==> src/rtl/micro_alpha_veryl_iterative_shifter.sv <==
// MICRO-1 iterative shifter: applies one single-bit shift step per clock.
// Non-shift operations complete at the accept edge; results leave over a valid/ready port.
package micro_alpha_veryl_shifter_pkg;
  localparam int MICRO1_MACHINE_WORD = 16;

  typedef enum logic [2:0] {
    NOP                  = 3'd0,
    LEFT_LOGICALLY       = 3'd1,
    RIGHT_LOGICALLY      = 3'd2,
    LEFT_ARITHMETICALLY  = 3'd3,
    RIGHT_ARITHMETICALLY = 3'd4,
    EXTENSION            = 3'd5,
    SWAP                 = 3'd6
  } shifter_operation_t;
endpackage

module micro_alpha_veryl_iterative_shifter
  import micro_alpha_veryl_shifter_pkg::*;
#(
  parameter int AMOUNT_WIDTH = 4
) (
  input  logic                           clk,
  input  logic                           rst,
  input  logic                           req_valid,
  output logic                           req_ready,
  input  shifter_operation_t             operation,
  input  logic [AMOUNT_WIDTH-1:0]        amount,
  input  logic [MICRO1_MACHINE_WORD-1:0] in,
  input  logic                           cin,
  output logic                           res_valid,
  input  logic                           res_ready,
  output logic [MICRO1_MACHINE_WORD-1:0] out,
  output logic                           cout
);

  typedef enum logic [1:0] {
    IDLE  = 2'd0,
    SHIFT = 2'd1,
    DONE  = 2'd2
  } state_t;

  state_t                         state;
  state_t                         state_next;
  shifter_operation_t             op_q;
  logic                           cin_q;
  logic [AMOUNT_WIDTH-1:0]        count;
  logic                           accept;
  logic                           is_shift;
  logic [MICRO1_MACHINE_WORD-1:0] load_w;
  logic                           load_c;
  logic [MICRO1_MACHINE_WORD-1:0] step_w;
  logic                           step_c;

  // req_ready also gated by rst so nothing is offered while reset is held.
  assign req_ready = rst && (state == IDLE);
  assign res_valid = (state == DONE);
  assign accept    = req_valid && req_ready;

  // Value loaded at the accept edge; for shifts it doubles as the amount==0 result.
  always_comb begin
    is_shift = 1'b0;
    load_w   = in;
    load_c   = 1'b0;
    case (operation)
      LEFT_LOGICALLY, RIGHT_LOGICALLY, LEFT_ARITHMETICALLY, RIGHT_ARITHMETICALLY: begin
        is_shift = 1'b1;
        load_c   = cin;
      end
      EXTENSION: begin
        load_w = {{8{in[7]}}, in[7:0]};
        load_c = in[7];
      end
      SWAP: load_w = {in[7:0], in[15:8]};
      default: ;
    endcase
  end

  // One shift step on the work register (out); the latched cin is the fill every step.
  always_comb begin
    step_w = out;
    step_c = cout;
    case (op_q)
      LEFT_LOGICALLY: begin
        step_w = {out[14:0], cin_q};
        step_c = out[15];
      end
      RIGHT_LOGICALLY: begin
        step_w = {cin_q, out[15:1]};
        step_c = out[0];
      end
      LEFT_ARITHMETICALLY: begin
        step_w = {out[15], out[13:0], cin_q};
        step_c = out[14];
      end
      RIGHT_ARITHMETICALLY: begin
        step_w = {out[15], out[15:1]};
        step_c = out[0];
      end
      default: ;
    endcase
  end

  always_ff @(posedge clk or negedge rst) begin
    if (!rst) begin
      state <= IDLE;
    end else begin
      state <= state_next;
    end
  end

  always_comb begin
    state_next = state;
    case (state)
      IDLE: begin
        if (accept) begin
          state_next = (is_shift && (amount != '0)) ? SHIFT : DONE;
        end
      end
      SHIFT: begin
        if (count == AMOUNT_WIDTH'(1)) begin
          state_next = DONE;
        end
      end
      DONE: begin
        if (res_ready) begin
          state_next = IDLE;
        end
      end
      default: state_next = IDLE;
    endcase
  end

  always_ff @(posedge clk or negedge rst) begin
    if (!rst) begin
      out   <= '0;
      cout  <= 1'b0;
      count <= '0;
      op_q  <= NOP;
      cin_q <= 1'b0;
    end else begin
      case (state)
        IDLE: begin
          if (accept) begin
            op_q  <= operation;
            cin_q <= cin;
            count <= amount;
            out   <= load_w;
            cout  <= load_c;
          end
        end
        SHIFT: begin
          out   <= step_w;
          cout  <= step_c;
          count <= count - AMOUNT_WIDTH'(1);
        end
        default: ;
      endcase
    end
  end

endmodule

==> config.mk <==
export PLATFORM = sky130hd
export DESIGN_NAME = micro_alpha_veryl_iterative_shifter
export DESIGN_NICKNAME = d
export VERILOG_FILES = /design/src/rtl/micro_alpha_veryl_iterative_shifter.sv
export SDC_FILE = /design/constraint.sdc
export NUM_CORES = 1
export LEC_CHECK = 0
export BUFFER_PORTS_ARGS = -buffer_cell sky130_fd_sc_hd__clkbuf_2
export CAP_MARGIN = 20
export CELL_PAD_IN_SITES_DETAIL_PLACEMENT = 1
export CELL_PAD_IN_SITES_GLOBAL_PLACEMENT = 1
export CORE_ASPECT_RATIO = 0.75
export CORE_UTILIZATION = 37
export DETAILED_ROUTE_END_ITERATION = 8
export PLACE_DENSITY_LB_ADDON = 0.25
export RECOVER_POWER = 50
export SLEW_MARGIN = 5
export SYNTH_ARGS = -nofsm -noshare
export SYNTH_HDL_FRONTEND = slang
export SYNTH_SLANG_ARGS = --single-unit
==> constraint.sdc <==
create_clock -name clk -period 1.6 [get_ports clk]
set_input_delay 0.16 -clock clk [delete_from_list [all_inputs] [get_ports clk]]
set_output_delay 0.16 -clock clk [all_outputs]
set_load 0.01 [all_outputs]
==> results.tsv <==
metric	value	unit
status	complete, but fails checks	
failing checks	setup timing	
number of endpoints failing setup at the final stage	1	
CTS sink cnt	27	
ANT nets after route	0	
RSZ-0062 raised after global routing	true	
critical-path cell list	and4bb_2, a31oi_4, or2_4, buf_4, o31ai_1	
Post-DP HPWL	4820	µm
share of the synthesized area in the top cell type	33.7	%
Die W	87.0	µm
Worst path max stage delay	0.42	ns
CP Data Arrival Time	1.81	ns
worst slew pin tran	0.722	ns
Leak	0.00110	µW
average size of a mapped cell	9.32	µm²
CTS tree	built	
EDFF count, synth	0	
crit-path max FO	4	
smallest setup slack after layout	-0.0299	ns
die area	5720	µm²
Worst setup EP type	flop	
vias in the first global route	1928	
slowest stage cell, crit path	dfrtp_1	
Final Hold Vio Count	0	
Slew Limit Fails	0	
effective utilization at floorplan	39.8	%
Peak VDD IR	0.889	mV
most common cell after layout, fill and taps aside	clkbuf_2	
max_slew headroom	51.8	%
row count	22	
vias per cell	5.71	
Synth area leaders	dfrtp_1 34%, nor3b_1 6.0%, o21ai_0 5.7%	
Placeable Area	5040	µm²
routability congestion estimate	0.810	
detailed-route wire length	6510	µm
number of max-cap violations	0	
Avg WL per Cell	19.0	µm
crit share post-route	102	%
port bufs	46	
Max clock buf depth	2	
Post-Synthesis Cells	215	
area grow syn2layout	32.7	%
IO Pins	47	
DP Worst Slack	-0.0183	ns
FFs w/ async S/R, synth	100	%
crit path buf inv count	1	
WP data required	1.78	ns
Hold Crit Class	input pin to flop	
Cell Pwr Density	2030	nW/µm²
CTS Buf Count	3	
largest net degree at the start of global routing	28	
Post-Syn Nets	245	
die height	65.7	µm
Seq/Total Area, Yosys	33.7	%
Remaining DRCs	0	
First DRT Iteration DRCs	95	
clock slew at reported path FFs	0.10	ns
Clk Latency, worst-skew pair	0.28	ns
fin crit period	1.63	ns
Root Buffer	clkbuf_8	
fraction of layout cells with a size suffix above 1	45.8	%
CTS H-tree lvls	1	
global-route wire length before repair	9960	µm
ys flop type	dfrtp_1	
Synth warnings	0	
WS Path Type	flop to flop	
most frequent cells in the layout	40 x clkbuf_2, 26 x dfrtp_1, 23 x nand2_1	
unique cell type count in the Yosys netlist	46	
Setup Skew	0.0114	ns
area of the mapped netlist	2000	µm²
Worst path top cell family by delay	simple AND/OR/NAND/NOR gates	
total gr overflow	0	
initial antenna violation count	0	
startpoint class of the critical path	flop	
Max Fclk	614	MHz
final net count	302	
Yosys top cell by area	dfrtp_1	
Seq cells post-synth	27	
via count	1960	
drt pass-1 iters	4	
Tot GR Track Use	23.3	%
# diodes	0	
setup TNS	-0.0299	ns
through the flow:
step	hold WS (ns)	total power, µW	instance area (µm²)	util (%)	cells
global placement	0.238	4320	2390	47.5	335
global route	0.122	5760	2660	52.8	343
floorplan	-0.136	3350	2020	-	215
finish	0.101	5410	2660	52.8	343
CTS	0.113	4850	2480	49.3	342
detailed placement	0.235	4400	2390	47.5	335
state kept, by name, indices dropped and copies added, names as in the netlist:
signal / count
cin_q: 1
count: 4
cout: 1
op_q: 3
out: 16
state: 2
path summary, 6_finish.rpt:
check | from | endpoint | slack (ns) | depth (start not counted)
worst max-delay path | state[0] | out[1] | -0.03 | 5
worst min register to register | count[0] | count[0] | 0.54 | 1
worst min-delay path | amount[0] | count[0] | 0.10 | 3
min in group asynchronous | rst | out[8] | 0.75 | 4
worst max register to register | state[0] | out[1] | -0.03 | 5
max in group asynchronous | rst | op_q[1] | 0.35 | 4
kinds of logic (layout without fill, tap and decap cells):
| logic type | count (synthesis) | after routing | share of synthesized area, % |
|---|---|---|---|
| flip-flops | 27 | 27 | 33.7 |
| adder cells (fa/ha/maj) | 2 | 2 | 1.25 |
| multiplexers | 4 | 4 | 2.25 |
| buffers and inverters | 24 | 80 | 6.81 |
| XOR/XNOR | 4 | 4 | 2.12 |
| AO/OA/AOI/OAI | 80 | 80 | 33.1 |
| AND/OR/NAND/NOR | 74 | 74 | 20.7 |
Yosys cell counts (4+ instances only):
| cell type | number |
|---|---|
| dfrtp_1 | 27 |
| nand2_1 | 24 |
| o21ai_0 | 23 |
| nor3b_1 | 16 |
| clkbuf_1 | 10 |
| a211oi_2 | 9 |
| a221oi_1 | 9 |
| o31ai_2 | 9 |
| and3_1 | 8 |
| a211oi_1 | 7 |
| nor2_1 | 7 |
| o31ai_1 | 6 |
| nor2b_1 | 5 |
| buf_2 | 4 |
| buf_6 | 4 |
| inv_1 | 4 |
| mux2_2 | 4 |
layout make-up:
type                    count  area, µm²
fillers                   601       2380
multi-input cells         164       1390
flip-flops and latches     27        677
repair buffers             72        444
well taps                  72       90.1
clock buffers               3       41.3
inverters                   4       15.0
clock inverters             1       5.00
power breakdown:
part	internal [µW]	switching (µW)	leakage, µW	total [µW]
Sequential	1010	421	0.000333	1430
Clock	175	232	0.0000255	408
Combinational	1550	2020	0.000742	3560
Total	2740	2670	0.00110	5410
worst register-to-register path: stages, from the launching register on:
cell and delay, ns:
dfrtp_1 0.42, and4bb_2 0.36, a31oi_4 0.05, or2_4 0.28
buf_4 0.16, o31ai_1 0.27
repair_timing:
item,CTS,global route
pin swaps,0,5
hold endpoints to repair,27,0
hold buffers,2,0
endpoints found under the setup margin,4,18
resized for setup,1,39
buffers inserted,1,1
layer usage:
layer	part of all wire, %	global-route usage [%]	up-vias
li1	-	-	915
met4	0.75	4.58	0
met5	0	0	-
met2	44	36.3	61
met1	50	32.9	977
met3	5.0	5.28	7
No activity file was read; power rests on OpenSTA's default activity.
